### config.mk
export PLATFORM = sky130hd
export DESIGN_NAME = ctrl_ringaddr_flat
export DESIGN_NICKNAME = d
export VERILOG_FILES = /design/src/rtl/ctrl_ringaddr_if.sv /design/src/rtl/ctrl_ringaddr.sv /design/src/flat_wrapper.sv
export SDC_FILE = /design/constraint.sdc
export NUM_CORES = 1
export LEC_CHECK = 0
export CAP_MARGIN = 0
export CORE_UTILIZATION = 33
export CTS_CLUSTER_DIAMETER = 50
export DETAILED_ROUTE_END_ITERATION = 6
export DONT_BUFFER_PORTS = 1
export PLACE_DENSITY = 0.44
export SYNTH_ARGS = -nofsm -noshare
export SYNTH_HDL_FRONTEND = slang
export SYNTH_SLANG_ARGS = --single-unit
### constraint.sdc
create_clock -name clk -period 6.2 [get_ports clk]
set_input_delay 1.24 -clock clk [delete_from_list [all_inputs] [get_ports clk]]
set_output_delay 1.24 -clock clk [all_outputs]
set_load 0.02 [all_outputs]
### src/rtl/ctrl_ringaddr_if.sv
// Control/address bundle between a sequencer and ctrl_ringaddr.
// The master drives requests; the slave (ctrl_ringaddr) returns addresses and status.
interface ctrl_ringaddr_if #(
  parameter int WIDTH = 3,
  parameter int NCH   = 2
);
  localparam int CHW = (NCH > 1) ? $clog2(NCH) : 1;

  logic             en_init;
  logic             en_load;
  logic             new_smp;
  logic             out_smp;
  logic [CHW-1:0]   ch_sel;
  logic [WIDTH-1:0] result_reg;
  logic [WIDTH-1:0] error_reg;
  logic [WIDTH-1:0] ares;
  logic [WIDTH-1:0] aerr;
  logic             addr_vld;
  logic             clr_we;
  logic             busy;
  logic             ch_err;

  modport master (
    output en_init, en_load, new_smp, out_smp, ch_sel, result_reg, error_reg,
    input  ares, aerr, addr_vld, clr_we, busy, ch_err
  );

  modport slave (
    input  en_init, en_load, new_smp, out_smp, ch_sel, result_reg, error_reg,
    output ares, aerr, addr_vld, clr_we, busy, ch_err
  );
endinterface

### src/rtl/ctrl_ringaddr.sv
// Per-channel ring-buffer address generator with a clear-sweep initialisation.
// All state updates on the falling edge of clk; rst_n is synchronous.
//
// state | meaning
// IDLE  | after reset, waits for en_init, no addresses issued
// INIT  | sweeps 0..DEPTH-1 with clr_we, clears every write pointer
// RUN   | tracks write pointers and issues tap/newest addresses on en_load
module ctrl_ringaddr #(
  parameter int WIDTH = 3,
  parameter int DEPTH = 8,
  parameter int NCH   = 2
) (
  input  logic           clk,
  input  logic           rst_n,
  ctrl_ringaddr_if.slave bus
);
  localparam logic [WIDTH:0] L_DEPTH = (WIDTH+1)'(DEPTH);
  localparam logic [WIDTH:0] L_LAST  = (WIDTH+1)'(DEPTH - 1);

  typedef enum logic [1:0] {
    IDLE = 2'd0,
    INIT = 2'd1,
    RUN  = 2'd2
  } state_t;

  state_t           r_state, w_state_nx;
  logic [WIDTH:0]   r_cnt, w_cnt_nx;
  logic [WIDTH:0]   r_wptr    [NCH];
  logic [WIDTH:0]   w_wptr_nx [NCH];
  logic [WIDTH-1:0] r_ares, w_ares_nx;
  logic [WIDTH-1:0] r_aerr, w_aerr_nx;
  logic             r_addr_vld, w_addr_vld_nx;
  logic             r_ch_err, w_ch_err_nx;

  logic             w_ch_ok;
  logic [WIDTH:0]   w_wsel;
  logic [WIDTH:0]   w_off;
  logic [WIDTH:0]   w_sum;
  logic [WIDTH-1:0] w_tap;
  logic [WIDTH:0]   w_inc;

  // Pointer arithmetic is done one bit wider so DEPTH = 2^WIDTH cannot overflow.
  always_comb begin
    w_ch_ok = (int'(bus.ch_sel) < NCH);
    w_wsel  = '0;
    for (int i = 0; i < NCH; i++) begin
      if (int'(bus.ch_sel) == i) w_wsel = r_wptr[i];
    end
    w_off = (int'(bus.result_reg) > DEPTH - 1) ? L_LAST : {1'b0, bus.result_reg};
    w_sum = w_wsel + L_DEPTH - w_off;
    w_tap = (w_sum >= L_DEPTH) ? WIDTH'(w_sum - L_DEPTH) : w_sum[WIDTH-1:0];
    w_inc = (w_wsel == L_LAST) ? '0 : w_wsel + 1'b1;
  end

  always_comb begin
    w_state_nx    = r_state;
    w_cnt_nx      = r_cnt;
    w_ares_nx     = r_ares;
    w_aerr_nx     = r_aerr;
    w_addr_vld_nx = 1'b0;
    w_ch_err_nx   = 1'b0;
    for (int i = 0; i < NCH; i++) w_wptr_nx[i] = r_wptr[i];

    if (bus.en_init) begin
      // Entering or restarting the sweep; a coincident load is dropped.
      w_state_nx = INIT;
      w_cnt_nx   = '0;
      w_ares_nx  = '0;
      w_aerr_nx  = '0;
      for (int i = 0; i < NCH; i++) w_wptr_nx[i] = '0;
    end else begin
      case (r_state)
        IDLE: ;
        INIT: begin
          for (int i = 0; i < NCH; i++) w_wptr_nx[i] = '0;
          if (r_cnt == L_LAST) begin
            w_state_nx = RUN;
          end else begin
            w_cnt_nx  = r_cnt + 1'b1;
            w_ares_nx = w_cnt_nx[WIDTH-1:0];
            w_aerr_nx = w_cnt_nx[WIDTH-1:0];
          end
        end
        RUN: begin
          if (bus.en_load || bus.new_smp) begin
            if (!w_ch_ok) begin
              w_ch_err_nx = 1'b1;
            end else begin
              if (bus.new_smp) begin
                for (int i = 0; i < NCH; i++) begin
                  if (int'(bus.ch_sel) == i) w_wptr_nx[i] = w_inc;
                end
              end
              if (bus.en_load) begin
                w_addr_vld_nx = 1'b1;
                w_ares_nx     = bus.out_smp ? w_wsel[WIDTH-1:0] : w_tap;
                w_aerr_nx     = bus.error_reg;
              end
            end
          end
        end
        default: w_state_nx = IDLE;
      endcase
    end
  end

  always_ff @(negedge clk) begin
    if (!rst_n) begin
      r_state    <= IDLE;
      r_cnt      <= '0;
      r_ares     <= '0;
      r_aerr     <= '0;
      r_addr_vld <= 1'b0;
      r_ch_err   <= 1'b0;
      for (int i = 0; i < NCH; i++) r_wptr[i] <= '0;
    end else begin
      r_state    <= w_state_nx;
      r_cnt      <= w_cnt_nx;
      r_ares     <= w_ares_nx;
      r_aerr     <= w_aerr_nx;
      r_addr_vld <= w_addr_vld_nx;
      r_ch_err   <= w_ch_err_nx;
      for (int i = 0; i < NCH; i++) r_wptr[i] <= w_wptr_nx[i];
    end
  end

  assign bus.ares     = r_ares;
  assign bus.aerr     = r_aerr;
  assign bus.addr_vld = r_addr_vld;
  assign bus.ch_err   = r_ch_err;
  assign bus.busy     = (r_state == INIT);
  assign bus.clr_we   = (r_state == INIT);
endmodule

### src/flat_wrapper.sv
// flat-port wrapper written by rule: the top's interface ports become plain ports
module ctrl_ringaddr_flat 
#(
  parameter int WIDTH = 3,
  parameter int DEPTH = 8,
  parameter int NCH   = 2
)
  (clk, rst_n, bus_en_init, bus_en_load, bus_new_smp, bus_out_smp, bus_ch_sel, bus_result_reg, bus_error_reg, bus_ares, bus_aerr, bus_addr_vld, bus_clr_we, bus_busy, bus_ch_err);
  ctrl_ringaddr_if #(.WIDTH(WIDTH), .NCH(NCH)) bus_i ();
  input  logic clk;
  input  logic rst_n;
  input wire logic [$bits(bus_i.en_init)-1:0] bus_en_init;
  input wire logic [$bits(bus_i.en_load)-1:0] bus_en_load;
  input wire logic [$bits(bus_i.new_smp)-1:0] bus_new_smp;
  input wire logic [$bits(bus_i.out_smp)-1:0] bus_out_smp;
  input wire logic [$bits(bus_i.ch_sel)-1:0] bus_ch_sel;
  input wire logic [$bits(bus_i.result_reg)-1:0] bus_result_reg;
  input wire logic [$bits(bus_i.error_reg)-1:0] bus_error_reg;
  output wire logic [$bits(bus_i.ares)-1:0] bus_ares;
  output wire logic [$bits(bus_i.aerr)-1:0] bus_aerr;
  output wire logic [$bits(bus_i.addr_vld)-1:0] bus_addr_vld;
  output wire logic [$bits(bus_i.clr_we)-1:0] bus_clr_we;
  output wire logic [$bits(bus_i.busy)-1:0] bus_busy;
  output wire logic [$bits(bus_i.ch_err)-1:0] bus_ch_err;
  assign bus_i.en_init = bus_en_init;
  assign bus_i.en_load = bus_en_load;
  assign bus_i.new_smp = bus_new_smp;
  assign bus_i.out_smp = bus_out_smp;
  assign bus_i.ch_sel = bus_ch_sel;
  assign bus_i.result_reg = bus_result_reg;
  assign bus_i.error_reg = bus_error_reg;
  assign bus_ares = bus_i.ares;
  assign bus_aerr = bus_i.aerr;
  assign bus_addr_vld = bus_i.addr_vld;
  assign bus_clr_we = bus_i.clr_we;
  assign bus_busy = bus_i.busy;
  assign bus_ch_err = bus_i.ch_err;
  ctrl_ringaddr #(.WIDTH(WIDTH), .DEPTH(DEPTH), .NCH(NCH)) u_core (.clk(clk), .rst_n(rst_n), .bus(bus_i));
endmodule
---- Word level (Yosys, flattened, before mapping) ----
Memory sizes are Yosys's and may differ from the RTL's.
Index checks and enable logic that the tools add are counted.
storage, ports and cells
  bits in registers ....................... 13
  bits in latches ......................... 0
  memory bits (writable) .................. 8
  ROM bits ................................ 0
  memories ................................ 1
cells by class
  $add $sub $neg .......................... 5
  multipliers ............................. 0
  divide/modulo/power cells ............... 0
  $lt $le $gt $ge ......................... 1
  equality and inequality tests ........... 10
  shift-type cells ........................ 0
  mux-type cells .......................... 25
  bitwise operators ....................... 7
  reductions and logical operators ........ 10
memory list
  name           words  width  read ports  clocked after Yosys merged registers in  wr ports  RTL line             source
  u_core.r_wptr  2      4      2           0                                        2         ctrl_ringaddr.sv:28  logic [WIDTH:0] r_wptr [NCH];
operator list
  kind                                                      number
  two-way mux 4 bit                                         6
  two-way mux 8 bit                                         3
  two-way mux 3 bit                                         7
  case mux 8 bit (2 select lines)                           1
  case mux 3 bit (2 select lines)                           2
  adder 4 x 1 -> 4 bit, second input constant               2
  equality test 4 x 3 -> 1 bit, second input constant       2
  inequality test 2 x 1 -> 1 bit, second input constant     3
  AND reduction 2 bit                                       3
  inverter 1 bit                                            5
  adder 4 bit, second input constant                        1
  greater-or-equal comparator 4 bit, second input constant  1
  two-way mux 1 bit                                         4
  inequality test 2 bit, second input constant              2
  case mux 2 bit (2 select lines)                           1
  AND reduction 4 bit                                       1
  OR reduction 2 bit                                        2
  OR reduction 4 bit                                        1
  subtractor 4 x 3 -> 4 bit                                 1
  inequality test 3 x 2 -> 1 bit, second input constant     1
  subtractor 3 x 1 -> 3 bit, second input constant          1
  equality test 2 x 1 -> 1 bit, second input constant       1
  equality test 2 bit, second input constant                1
  zero test 2 bit                                           1
  4 further kinds                                           5

---- Longest topological paths before layout ----
Gate-level depths: netlist (run 1).
An unclocked memory read counts as a cell.
  word-level depth ........................ 10
  depth in mapped cells ................... 9

==> impl_metrics.json, run 1 <==
{
  "status": "finished clean",
  "crit_family": "flip-flops",
  "dp_hpwl_um": 1970,
  "wl_per_cell_um": 13.5,
  "cp-start-kind": "flop",
  "clockBufferDepth": 2,
  "cpPeakStageDelay_ns": 0.49,
  "ys_types": 38,
  "worstPathArrival_ns": 4.43,
  "yosysSeqAreaShare_pct": 34.8,
  "layout-drive-gt1-share_pct": 7.74,
  "routed_wirelength_um": 2710,
  "cts.sinks": 21,
  "setup_violations": 0,
  "detail_route.vias_per_cell": 5.18,
  "worstPathMaxFanout": 11,
  "tightest_slew_ns": 0.691,
  "final_max_slew_viol_count": 0,
  "drt_iter0_drc": 12,
  "final_cell_mix": "27 x inv_1, 21 x dfxtp_1, 15 x a21oi_1",
  "antenna_found_initial": 0,
  "r2r_cells": 4,
  "rr_startpoint": "u_core.r_state[1]$_SDFFE_NP0P_",
  "rrSetupSlack_ns": 4.15,
  "hold_viol": 0,
  "fin_worst_skew_ns": 0.0164,
  "fp.coreArea_sq_mm": 0.00342,
  "crit_end": "bus_clr_we",
  "die_w_um": 62.5,
  "cp.buffers_inverters": 1,
  "cts_root_buf": "clkbuf_4",
  "placed_cell_area_sq_mm": 0.00121,
  "ant_nets": 0,
  "grt_pass1_vias": 1073,
  "yosys_most_used_dff": "dfxtp_1",
  "ir_drop_v": 0.0000819,
  "path_class": "flop to primary output",
  "ctsHoldBuffers": 0,
  "antenna_cells": 0,
  "fin_cells": 201,
  "dpl.cell_count": 177,
  "die_h_um": 62.5,
  "final_common_cell": "inv_1",
  "hold_path_class": "flop to flop",
  "cts_buffers": 3,
  "async_flop_share_pct": 0,
  "initial_core_util_pct": 35.3,
  "port_buffers": 0,
  "postCtsSetupBuffers": 0,
  "ys_seq_elements": 21,
  "final_area_sq_mm": 0.00131,
  "gp_congestion": 0.739,
  "regToRegEndpoint": "u_core.bus.aerr[2]$_SDFFE_NP0P_",
  "nets": 174,
  "syn_to_final_growth_pct": 8.29,
  "drcViolationCount": 0,
  "yosysWarnings": 0,
  "critPathRequiredTime_ns": 4.96,
  "htree_levels": 1,
  "cpMaxStageDelayCell": "dfxtp_1",
  "path_clk_slew_ns": 0.04,
  "cts_tree": "built",
  "cap_violations": 0,
  "drt-pass1-iter-count": 4,
  "vias": 1042,
  "synth_cells": 139,
  "crit_chain": "nand2b_4 -> clkinv_2",
  "grt.total_usage_pct": 14.5,
  "syn_nets": 157,
  "syn_avg_cell_area_sq_um": 8.69,
  "rows": 21,
  "setup-tns-final_ns": 0,
  "slew_headroom_pct": 54.0,
  "rsz0062_at_grt": "false",
  "leakagePower_nw": 0.558,
  "cp-end-kind": "primary output",
  "gr-total-overflow": 0,
  "startpoint": "u_core.r_state[1]$_SDFFE_NP0P_",
  "grt_max_degree": 17,
  "cts_resized": 0,
  "grt_first_pass_wirelength_um": 4460,
  "cp.depth": 2,
  "die_area_sq_mm": 0.00391,
  "synth_edf_count": 0,
  "powerDensity_mw_per_mm2": 217,
  "ios": 23,
  "clk_latency_ns": 0.39,
  "syn_area_sq_mm": 0.00121
}
worst min-delay path, stage by stage (launching register included):
cell and delay [ns]:
dfxtp_1 0.30, nand2_1 0.05, a21oi_1 0.05
cell usage after synthesis (4+ instances only):
library cell / number / area [sq um]
dfxtp_1: 21 / 420
a21oi_1: 15 / 75.1
nor2_1: 11 / 41.3
nand2_1: 10 / 37.5
mux2i_1: 7 / 70.1
nand3_1: 7 / 35.0
o21ai_0: 7 / 35.0
inv_1: 6 / 22.5
ha_1: 5 / 62.6
nand2b_1: 5 / 31.3
nand3b_1: 4 / 30.0
per-layer routing:
metal	track usage, %	up-vias	part of all wire (%)
li1	-	527	-
met1	16.6	483	48
met2	22.0	26	44
met3	5.47	6	6.0
met4	10.2	0	1.9
met5	0	-	0
stage by stage:
stage | util, % | power, mW | hold WS, ns | setup WS [ns]
final | 38.3 | 0.284 | 0.454 | 0.526
after floorplan | - | 0.187 | 0.431 | 0.0357
after CTS | 38.3 | 0.293 | 0.451 | 0.512
after global placement | 35.3 | 0.188 | 0.445 | 0.173
after global routing | 38.3 | 0.306 | 0.483 | 0.457
after detailed placement | 35.3 | 0.188 | 0.446 | 0.143
layout make-up:
cell class / count / area, sq um
Fill cell: 375 / 2110
Clock buffer: 3 / 22.5
Inverter: 6 / 23.8
Multi-Input combinational cell: 102 / 693
Clock inverter: 22 / 82.6
Timing Repair Buffer: 1 / 7.51
Tap cell: 46 / 57.6
Sequential cell: 21 / 420
worst min path at each step:
stage	startpoint	to	slack [ns]	depth (start not counted)
final	u_core.r_wptr[0][6]$_SDFFE_NP0P_	u_core.r_wptr[0][6]$_SDFFE_NP0P_	0.45	2
after global routing	u_core.r_wptr[0][2]$_SDFFE_NP0P_	u_core.r_wptr[0][2]$_SDFFE_NP0P_	0.48	2
after global placement	u_core.r_wptr[0][6]$_SDFFE_NP0P_	u_core.r_wptr[0][6]$_SDFFE_NP0P_	0.45	2
after detailed placement	u_core.r_wptr[0][6]$_SDFFE_NP0P_	u_core.r_wptr[0][6]$_SDFFE_NP0P_	0.45	2
after CTS	u_core.r_wptr[0][6]$_SDFFE_NP0P_	u_core.r_wptr[0][6]$_SDFFE_NP0P_	0.45	2
after floorplan	u_core.r_wptr[0][2]$_SDFFE_NP0P_	u_core.r_wptr[0][2]$_SDFFE_NP0P_	0.43	2
where the power goes:
group / switching [mW] / internal, mW
combinational: 0.0140 / 0.00833
sequential: 0.00412 / 0.138
clock: 0.0789 / 0.0409
total: 0.0971 / 0.187
sequential cells by signal, summed over array words and instances, names as in the netlist:
register	count
u_core.r_wptr	8
u_core.bus.ares	3
u_core.bus.addr_vld	1
u_core.r_cnt	4
u_core.bus.aerr	3
u_core.r_state	2
logic make-up (layout without fill, tap and decap cells):
kind of cell,Yosys count,in the layout,share of synthesized area [%]
AO/OA/AOI/OAI,37,37,20.1
XOR/XNOR,4,4,4.15
adder cells (fa/ha/maj),5,5,5.18
buffers and inverters,16,32,7.77
flip-flops,21,21,34.8
multiplexers,9,9,7.67
other,1,1,0.311
AND/OR/NAND/NOR,46,46,20.0
(Power assumes the default switching activity.)
==> run 2: changes to the inputs <==
--- a/config.mk
+++ b/config.mk
@@ -5,7 +5,7 @@
 export SDC_FILE = /design/constraint.sdc
 export NUM_CORES = 1
 export LEC_CHECK = 0
-export CAP_MARGIN = 0
+export CAP_MARGIN = 5
 export CORE_UTILIZATION = 33
 export CTS_CLUSTER_DIAMETER = 50
 export DETAILED_ROUTE_END_ITERATION = 6
==> results of run 2 <==
The final DEF is identical to that of run 1; final timing and power are the same.
==> run 3: changes to the inputs <==
--- a/config.mk
+++ b/config.mk
@@ -10,7 +10,7 @@
 export CTS_CLUSTER_DIAMETER = 50
 export DETAILED_ROUTE_END_ITERATION = 6
 export DONT_BUFFER_PORTS = 1
-export PLACE_DENSITY = 0.44
+export PLACE_DENSITY = 0.45
 export SYNTH_ARGS = -nofsm -noshare
 export SYNTH_HDL_FRONTEND = slang
 export SYNTH_SLANG_ARGS = --single-unit
==> constraint.sdc (replaced) <==
create_clock -name clk -period 4.58 [get_ports clk]
set_input_delay 0.916 -clock clk [delete_from_list [all_inputs] [get_ports clk]]
set_output_delay 0.916 -clock clk [all_outputs]
set_load 0.02 [all_outputs]
==> run 3 against run 2 <==
Against the previous run: first-iteration DRC count up 42%; worst setup slack worse by 0.36 ns; critical path depth up 5; non-clock buffer count up 2; clock-buffer cell count unchanged; cell count up 1.0%; sequential power up 35%; flip-flop and latch count unchanged; global-route usage up 0.31 points; critical path type is now input pin to flop; largest cell class unchanged.
==> impl_metrics.json, run 3 (synthesis results as in run 1) <==
{
  "status": "finished clean",
  "dp_hpwl_um": 1930,
  "final_cell_mix": "26 x inv_1, 20 x dfxtp_1, 15 x a21oi_1",
  "ir_drop_v": 0.000106,
  "worstPathMaxFanout": 11,
  "routed_wirelength_um": 2600,
  "fin_worst_skew_ns": 0.0157,
  "cts_buffers": 3,
  "hold_path_class": "flop to flop",
  "cpPeakStageDelay_ns": 0.31,
  "final_common_cell": "inv_1",
  "fin_cells": 203,
  "die_w_um": 62.5,
  "syn_to_final_growth_pct": 13.4,
  "critPathRequiredTime_ns": 2.53,
  "layout-drive-gt1-share_pct": 11.5,
  "drt_iter0_drc": 17,
  "cp-start-kind": "input pin",
  "drt-pass1-iter-count": 4,
  "crit_chain": "mux2_4 -> ha_4 -> ha_2 -> xor3_1 -> or3_1 -> a31oi_1 -> a21oi_1",
  "cap_violations": 0,
  "largest_reg_flops": 8,
  "fin_ws_ns": 0.163,
  "path_class": "input pin to flop",
  "cts.sinks": 21,
  "largest-register": "u_core.r_wptr",
  "die_area_sq_mm": 0.00391,
  "pre_cts_ws_ns": -0.226,
  "antenna_found_initial": 0,
  "grt_pass1_vias": 992,
  "htree_levels": 1,
  "dpl.cell_count": 179,
  "port_buffers": 0,
  "grt.total_usage_pct": 14.8,
  "wl_per_cell_um": 12.8,
  "leakagePower_nw": 0.577,
  "grt_max_degree": 17,
  "powerDensity_mw_per_mm2": 322,
  "clockBufferDepth": 2,
  "clk_latency_ns": 0.39,
  "drcViolationCount": 0,
  "final_max_slew_viol_count": 0,
  "cp-end-kind": "flop",
  "vias": 1037,
  "hold_viol": 0,
  "antenna_cells": 0,
  "initial_core_util_pct": 35.3,
  "detail_route.vias_per_cell": 5.11,
  "path_clk_slew_ns": 0.04,
  "tightest_slew_ns": 0.652,
  "cpMaxStageDelayCell": "or3_1",
  "ios": 23,
  "die_h_um": 62.5,
  "fp.coreArea_sq_mm": 0.00342,
  "rsz0062_at_grt": "false",
  "gp_congestion": 0.786,
  "rows": 21,
  "ant_nets": 0,
  "slew_headroom_pct": 56.3,
  "setup_violations": 0,
  "grt_first_pass_wirelength_um": 4540,
  "nets": 176,
  "worstPathArrival_ns": 2.37,
  "cts_root_buf": "clkbuf_4",
  "cts_tree": "built",
  "top_regs": "u_core.r_wptr (8), u_core.r_cnt (4)",
  "power_mw": 0.441,
  "gr-total-overflow": 0
}
run 3: changes by cell type in the layout (fill, tap and decap cells not counted):
cell,before,now
ha_4,0,1
dfxtp_2,0,1
dfxtp_1,21,20
inv_1,27,26
mux2_4,0,1
buf_4,1,3
ha_2,0,1
ha_1,5,3
mux2_2,2,1
bufinv_16,0,1
run 3: power breakdown:
part / internal [mW] / switching [mW] / total (mW)
sequential: 0.187 / 0.00546 / 0.192
clock: 0.112 / 0.106 / 0.218
combinational: 0.0121 / 0.0192 / 0.0313
run 3: layer usage:
metal | vias up | track usage [%] | share of wire (%)
met5 | - | 0 | 0
met4 | 0 | 9.59 | 0.92
met3 | 4 | 7.30 | 6.2
met2 | 25 | 21.3 | 47
met1 | 479 | 17.2 | 45
li1 | 529 | - | -
run 3: timing repair:
| action | CTS | global route |
|---|---|---|
| hold buffers | 0 | 0 |
| setup buffers | 0 | 0 |
| resized for setup | 0 | 1 |
| endpoints found under the setup margin | 0 | 2 |
run 3: area by class of cell:
| type | instances | area [sq um] |
|---|---|---|
| clock inverter | 22 | 109 |
| clock buffer | 3 | 22.5 |
| sequential | 21 | 422 |
| fill | 380 | 2050 |
| tap | 46 | 57.6 |
| timing repair buffer | 3 | 22.5 |
| multi-input combinational | 102 | 712 |
| inverter | 6 | 23.8 |
run 3: stage by stage:
step           setup TNS, ns  hold WS [ns]  utilization [%]  cell area [sq um]
4_1_cts                    0         0.455             40.0               1370
6_report                   0         0.452             40.1               1370
3_3_place_gp          -0.217         0.443             36.3               1240
5_1_grt                    0         0.477             40.1               1370
3_5_place_dp          -0.226         0.449             36.3               1240
2_1_floorplan         -0.325         0.431                -               1230
run 3: worst paths after layout:
| check | start | endpoint | slack [ns] | depth (start not counted) |
|---|---|---|---|---|
| max | bus_ch_sel | u_core.bus.ares[2]$_SDFFE_NP0P_ | 0.16 | 7 |
| min reg2reg | u_core.r_wptr[0][6]$_SDFFE_NP0P_ | u_core.r_wptr[0][6]$_SDFFE_NP0P_ | 0.45 | 2 |
| min | u_core.r_wptr[0][6]$_SDFFE_NP0P_ | u_core.r_wptr[0][6]$_SDFFE_NP0P_ | 0.45 | 2 |
| max reg2reg | u_core.r_wptr[0][1]$_SDFFE_NP0P_ | u_core.bus.ares[2]$_SDFFE_NP0P_ | 2.65 | 7 |
run 3: critical path: cells and delay by family:
kind            cells  cell delay (ns)
compound gates      2             0.21
xor+xnor            1             0.21
fa+ha+maj           2             0.42
mux                 1             0.30
simple gates        1             0.31
